--- src/rtl/decade_pkg.sv ---
// Shared 2-of-5 decade code constants used by the decade counter chain.
// Bit order within a code is {a,b,c,d,e}, with a as the MSB.
package decade_pkg;

  localparam int CODE_W     = 5;
  localparam int DIGITS_MAX = 8;

  localparam logic [CODE_W-1:0] CODE_0 = 5'b00011;
  localparam logic [CODE_W-1:0] CODE_1 = 5'b10010;
  localparam logic [CODE_W-1:0] CODE_2 = 5'b10001;
  localparam logic [CODE_W-1:0] CODE_3 = 5'b01001;
  localparam logic [CODE_W-1:0] CODE_4 = 5'b11000;
  localparam logic [CODE_W-1:0] CODE_5 = 5'b10100;
  localparam logic [CODE_W-1:0] CODE_6 = 5'b01100;
  localparam logic [CODE_W-1:0] CODE_7 = 5'b01010;
  localparam logic [CODE_W-1:0] CODE_8 = 5'b00110;
  localparam logic [CODE_W-1:0] CODE_9 = 5'b00101;

endpackage

--- src/rtl/decade_step.sv ---
// Per-digit combinational step logic: successor/predecessor code, validity,
// and the is-9 / is-0 terms that feed the chain's carry and borrow.
module decade_step
  import decade_pkg::*;
(
  input  logic [CODE_W-1:0] code,
  output logic [CODE_W-1:0] next_up,
  output logic [CODE_W-1:0] next_down,
  output logic              valid,
  output logic              is9,
  output logic              is0
);

  // Any code without exactly two 1 bits falls to the default arm, so an
  // invalid digit steps to 0 in either direction.
  always_comb begin
    valid     = 1'b1;
    next_up   = CODE_0;
    next_down = CODE_0;
    case (code)
      CODE_0: begin next_up = CODE_1; next_down = CODE_9; end
      CODE_1: begin next_up = CODE_2; next_down = CODE_0; end
      CODE_2: begin next_up = CODE_3; next_down = CODE_1; end
      CODE_3: begin next_up = CODE_4; next_down = CODE_2; end
      CODE_4: begin next_up = CODE_5; next_down = CODE_3; end
      CODE_5: begin next_up = CODE_6; next_down = CODE_4; end
      CODE_6: begin next_up = CODE_7; next_down = CODE_5; end
      CODE_7: begin next_up = CODE_8; next_down = CODE_6; end
      CODE_8: begin next_up = CODE_9; next_down = CODE_7; end
      CODE_9: begin next_up = CODE_0; next_down = CODE_8; end
      default: valid = 1'b0;
    endcase
  end

  assign is9 = (code == CODE_9);
  assign is0 = (code == CODE_0);

endmodule

--- src/rtl/decade_chain.sv ---
// Cascaded 2-of-5 decade counter with edge-triggered set0/set9/load/advance.
// Optional sticky invalid-code checker enabled by macro DECADE_CHAIN_CHECK_EN.
module decade_chain
  import decade_pkg::*;
#(
  parameter int DIGITS = 2,
  parameter int UPDOWN = 1
) (
  input  logic                     i_clk,
  input  logic                     i_rst_n,
  input  logic                     i_set0,
  input  logic                     i_set9,
  input  logic                     i_load,
  input  logic [CODE_W*DIGITS-1:0] i_load_value,
  input  logic                     i_advance,
  input  logic                     i_down,
  output logic [CODE_W*DIGITS-1:0] o_output,
  output logic                     o_wrap,
  output logic                     o_check
);

  localparam int OW = CODE_W * DIGITS;

  logic set0_q, set9_q, load_q, advance_q;
  logic set0_edge, set9_edge, load_edge, advance_edge;
  logic down;

  logic [DIGITS-1:0][CODE_W-1:0] nxt_up, nxt_down;
  logic [DIGITS-1:0]             dig_valid, dig_is9, dig_is0;

  logic [OW-1:0] step_value;
  logic          step_en;
  logic          step_wrap;

  assign set0_edge    = i_set0    & ~set0_q;
  assign set9_edge    = i_set9    & ~set9_q;
  assign load_edge    = i_load    & ~load_q;
  assign advance_edge = i_advance & ~advance_q;
  assign down         = (UPDOWN != 0) ? i_down : 1'b0;

  for (genvar k = 0; k < DIGITS; k++) begin : g_digit
    decade_step u_step (
      .code      (o_output[CODE_W*k +: CODE_W]),
      .next_up   (nxt_up[k]),
      .next_down (nxt_down[k]),
      .valid     (dig_valid[k]),
      .is9       (dig_is9[k]),
      .is0       (dig_is0[k])
    );
  end

  // Carry/borrow resolved in one pass: a digit moves only while every lower
  // digit was 9 (up) or 0 (down). An invalid digit is neither, so it stops
  // the chain and can never produce a wrap.
  always_comb begin
    step_value = o_output;
    step_en    = 1'b1;
    for (int k = 0; k < DIGITS; k++) begin
      if (step_en)
        step_value[CODE_W*k +: CODE_W] = down ? nxt_down[k] : nxt_up[k];
      step_en = step_en & (down ? dig_is0[k] : dig_is9[k]);
    end
    step_wrap = step_en;
  end

  always_ff @(posedge i_clk or negedge i_rst_n) begin
    if (!i_rst_n) begin
      set0_q    <= 1'b0;
      set9_q    <= 1'b0;
      load_q    <= 1'b0;
      advance_q <= 1'b0;
      o_output  <= {DIGITS{CODE_0}};
      o_wrap    <= 1'b0;
    end else begin
      set0_q    <= i_set0;
      set9_q    <= i_set9;
      load_q    <= i_load;
      advance_q <= i_advance;
      o_wrap    <= 1'b0;
      if (set9_edge)
        o_output <= {DIGITS{CODE_9}};
      else if (set0_edge)
        o_output <= {DIGITS{CODE_0}};
      else if (load_edge)
        o_output <= i_load_value;
      else if (advance_edge) begin
        o_output <= step_value;
        o_wrap   <= step_wrap;
      end
    end
  end

`ifdef DECADE_CHAIN_CHECK_EN
  // Sticky: only an explicit set0/set9 edge (or reset) clears the flag.
  always_ff @(posedge i_clk or negedge i_rst_n) begin
    if (!i_rst_n)
      o_check <= 1'b0;
    else if (set0_edge || set9_edge)
      o_check <= 1'b0;
    else if (!(&dig_valid))
      o_check <= 1'b1;
  end
`else
  assign o_check = 1'b0;
`endif

endmodule

--- config.mk ---
export PLATFORM = sky130hd
export DESIGN_NAME = decade_chain
export DESIGN_NICKNAME = d
export VERILOG_FILES = /design/src/rtl/decade_pkg.sv /design/src/rtl/decade_step.sv /design/src/rtl/decade_chain.sv
export SDC_FILE = /design/constraint.sdc
export NUM_CORES = 1
export LEC_CHECK = 0
export CORE_MARGIN = 8
export CORE_UTILIZATION = 53
export CTS_CLUSTER_SIZE = 30
export DETAILED_ROUTE_END_ITERATION = 10
export PLACE_DENSITY_LB_ADDON = 0.3
export SYNTH_ARGS = -nofsm -noshare
export SYNTH_HDL_FRONTEND = slang
export SYNTH_HIERARCHICAL = 1
export SYNTH_SLANG_ARGS = --single-unit
--- constraint.sdc ---
create_clock -name i_clk -period 2.5 [get_ports i_clk]
set_clock_uncertainty 0.05 [all_clocks]
set_input_delay 0.5 -clock i_clk [delete_from_list [all_inputs] [get_ports i_clk]]
set_output_delay 0.5 -clock i_clk [all_outputs]
set_load 0.01 [all_outputs]
* After elaboration in Yosys (flattened, before gate mapping)
Cells that the tools add are included.
** Word-level totals
- Register bits :: 15
- Logic and storage cells :: 56
** Operators by class
- Eq/ne operators :: 20
- Multiplexer cells :: 17
- Bitwise logic cells :: 9
- Reduce and logical (&&, ||, !) cells :: 3
** Operator list (number)
- 5-bit one-hot mux with 9 select lines :: 4
- 5-bit equality test (second input constant) :: 8
- 10-bit 2-to-1 mux :: 4
- 5-bit by 4-bit equality test with 1-bit output (second input constant) :: 6
- 5-bit by 3-bit equality test with 1-bit output (second input constant) :: 4
- 5-bit 2-to-1 mux :: 3
- 5-bit by 2-bit equality test with 1-bit output (second input constant) :: 2
- 4-bit nonzero test :: 2
- 1-bit 2-to-1 mux :: 6
- 1-bit bitwise AND :: 5
- 1-bit inverter :: 4
- 2-bit AND reduction :: 1

* Longest topological paths before layout
- Word-level depth :: 8
- Depth in mapped cells :: 9

* Cells and area by module
Netlist, hierarchy kept.
** Modules (own cells, without submodules)
- decade_chain :: times used 1, cells each 85, area an instance 835.8 um2, sequential area each 380.4 um2
- decade_step :: times used 2, cells each 52, area an instance 414.1 um2, sequential area each 0.0 um2

* Worst setup path before layout
No wires, ideal clock.
- Kind :: reg2reg
- Start point :: reg o_output[1]
- End point :: reg o_output[6]
- Data arrival time :: 1723 ps
- Required time :: 2389 ps
- Path slack :: 666 ps
- Cell stages (with the launch flop) :: 8
- Clock period less this slack :: 1834 ps
- Cells stage by stage :: dfstp_2 > buf_4 > inv_1 > nor4b_4 > mux2_4 > nand2_2 > o32ai_1 > a31o_1
** Between the ends
- Cells in the longest elaborated chain, start to end :: 4
- Elaborated cells between the ends (all ways) :: 5
- Classes of those cells :: eq/ne (2); mux (1); reduce/logical (2)
** RTL lines
- start: declaration :: RTL line decade_chain.sv:17 : output logic [CODE_W*DIGITS-1:0] o_output,
- start signal: assignment :: RTL line decade_chain.sv:72 : o_output <= {DIGITS{CODE_0}};
- start signal: assignment :: RTL line decade_chain.sv:81 : o_output <= {DIGITS{CODE_9}};
- start signal: assignment :: RTL line decade_chain.sv:83 : o_output <= {DIGITS{CODE_0}};
- 5-bit by 2-bit equality test with 1-bit output :: RTL line decade_step.sv:36 : assign is0 = (code == CODE_0);
- named net dig_is0[0] :: RTL line decade_chain.sv:29 : logic [DIGITS-1:0] dig_valid, dig_is9, dig_is0;
- 1-bit 2-to-1 mux :: RTL line decade_chain.sv:61 : step_en = step_en & (down ? dig_is0[k] : dig_is9[k]);
- 4-bit nonzero test (no line)
- 2-bit AND reduction (no line)
The timed path passes the listed nets, and every way through them passes these cells.
A chain may end at the register's enable or synchronous reset.

* Final worst setup path
- Start point :: reg o_output[4]
- End point :: out o_output[4]
No word-level cell between the ends.

==> impl_metrics.toml <==
[floorplan]
coreArea_um2 = 2950
rows = 20
io_pins = 29
dieArea_um2 = 5030
die_y_um = 70.9
start_util_pct = 54.2
die_x_um = 70.9

[cells_and_area]
area_growth_pct = 11.3
layout_common_cells = "27 x clkdlybuf4s50_1, 16 x xnor2_1, 13 x nand2_1, 13 x a21oi_1, 12 x nor3_1"
final_net_count = 212
multi_input_area_um2 = 1020
finalNonFillerCells = 227
layout-drive-gt1-share_pct = 12.4
fillerInstances = 257
regArea_um2 = 380
antennaDiodeCount = 0
final_common_cell = "clkdlybuf4s50_1"

[detailed_routing]
drt-total-wl_mm = 3.89
routedWlPerCell_um = 17.1
drt_iter0_drc = 94
ant_nets = 0
drtPass1Iterations = 4
vias = 1397
drc = 0
vias_per_cell = 6.15

[yosys]
syn_inst = 181
yosysWarnings = 6
syn_nets = 198
syn_area_per_cell_um2 = 8.83
syn_area_um2 = 1600

[sta]
worstMarginPinSlew_ps = 680
slew-limit-headroom_pct = 54.5
fmax_mhz = 436
final-setup-viol-count = 0
setup_ws_ps = 207
slew_viol_final = 0
whs_ps = 566
min_period_over_period_pct = 91.7
rsz0062_at_grt = "false"
min_period_ps = 2290
hold_violations = 0
setup_tns_ps = 0

[critical_path]
start_kind = "register"
cp_slowest_stage_delay_ps = 790
crit_family = "flip-flops"
crit_slowest_cell = "dfrtp_1"
endpoint_kind = "output port"
cp_num_buf_inv = 1
critPathKind = "register to output port"
path_cells = "clkdlybuf4s50_1"
crit_path_max_fanout = 17
required_ps = 1950
reg2reg_slack_ps = 440
critPathLaunch = "o_output[4]$_DFFE_PN0P_"
worstPathArrival_ps = 1740
r2r_start = "o_output[0]$_DFFE_PN1P_"

[grt]
gr-usage-all-layers_pct = 14.9
grt_antenna_before_repair = 0
grt_max_degree = 19
grt_pass1_vias = 1351
grt_pass1_wl_mm = 6.35
globalRouteOverflowTotal = 0

[run]
maxCapViolCount = 0

[clock_network]
h-tree-depth = 1
clkTransAtPathRegs_ps = 90
cts-root-buf = "clkbuf_4"
cts.hold.buffers_added = 0
insertion_delay_ps = 280
clockBufferDepth = 2
cts_inserted_buffers = 3
cts_setup_buffers = 0
tritoncts = "yes"
cts_sinks = 15
post_cts_resized = 0

[power_and_ir_drop]
p_total_uw = 876
p_int_uw = 530
p_clk_share_pct = 15.8
switching_power_uw = 346
p_seq_share_pct = 42.1
p_leak_uw = 0.000631
p_per_area_nw_per_um2 = 492
sw_frac_of_total_pct = 39.5
ir_worst_vdd_v = 0.000373
pwr-share-comb_pct = 42.1

[place]
port_buffers = 27
pre_cts_ws_ps = 466
gp_congestion = 0.844
hpwl_mm = 2.92
place_inst = 223

[run_status]
status = "finished clean"

[worst_hold_path]
min_path_type = "input pin to asynchronous set/reset pin"
-- power by group through the flow --
stage / clock [uW] / combinational (uW) / sequential (uW)
after CTS: 141 / 368 / 367
after global placement: 0 / 350 / 364
after detailed placement: 0 / 366 / 372
after global routing: 153 / 401 / 378
final: 139 / 368 / 369
after floorplan: 0 / 355 / 304
-- path summary, 6_finish.rpt --
check,end,depth (start not counted)
worst max-delay path,o_output[4],1
max in group asynchronous,o_output[7]$_DFFE_PN0P_,1
worst max register to register,o_output[6]$_DFFE_PN1P_,6
worst min register to register,o_output[1]$_DFFE_PN1P_,2
min in group i_clk,o_output[1]$_DFFE_PN1P_,2
worst min-delay path,set0_q$_DFF_PN0_,1
-- final cells by class --
type / instances / area share (%)
Tap cell: 33 / 2.32
Multi-Input combinational cell: 141 / 57.5
Clock buffer: 3 / 1.27
Sequential cell: 15 / 21.4
Inverter: 4 / 0.844
Clock inverter: 1 / 0.281
Timing Repair Buffer: 30 / 16.5
-- metrics by stage --
| step | area [um2] | utilization [%] |
|---|---|---|
| after CTS | 1780 | 60.3 |
| after detailed placement | 1750 | 59.3 |
| after global routing | 1780 | 60.3 |
| final | 1780 | 60.3 |
| after global placement | 1750 | 59.3 |
| after floorplan | 1600 | - |
-- state kept, by name, summed over array words and instances, names as in the netlist --
register / cells
set0_q: 1
set9_q: 1
advance_q: 1
o_output: 10
load_q: 1
o_wrap: 1
-- metal layers --
metal,GRT usage (%),wire (um),vias up
li1,-,-,690
met1,18.4,1690,665
met2,26.3,1990,40
met3,2.68,194,2
met4,3.23,18,0
met5,0,0,-
Note: power is estimated with default switching activity, not from simulation.
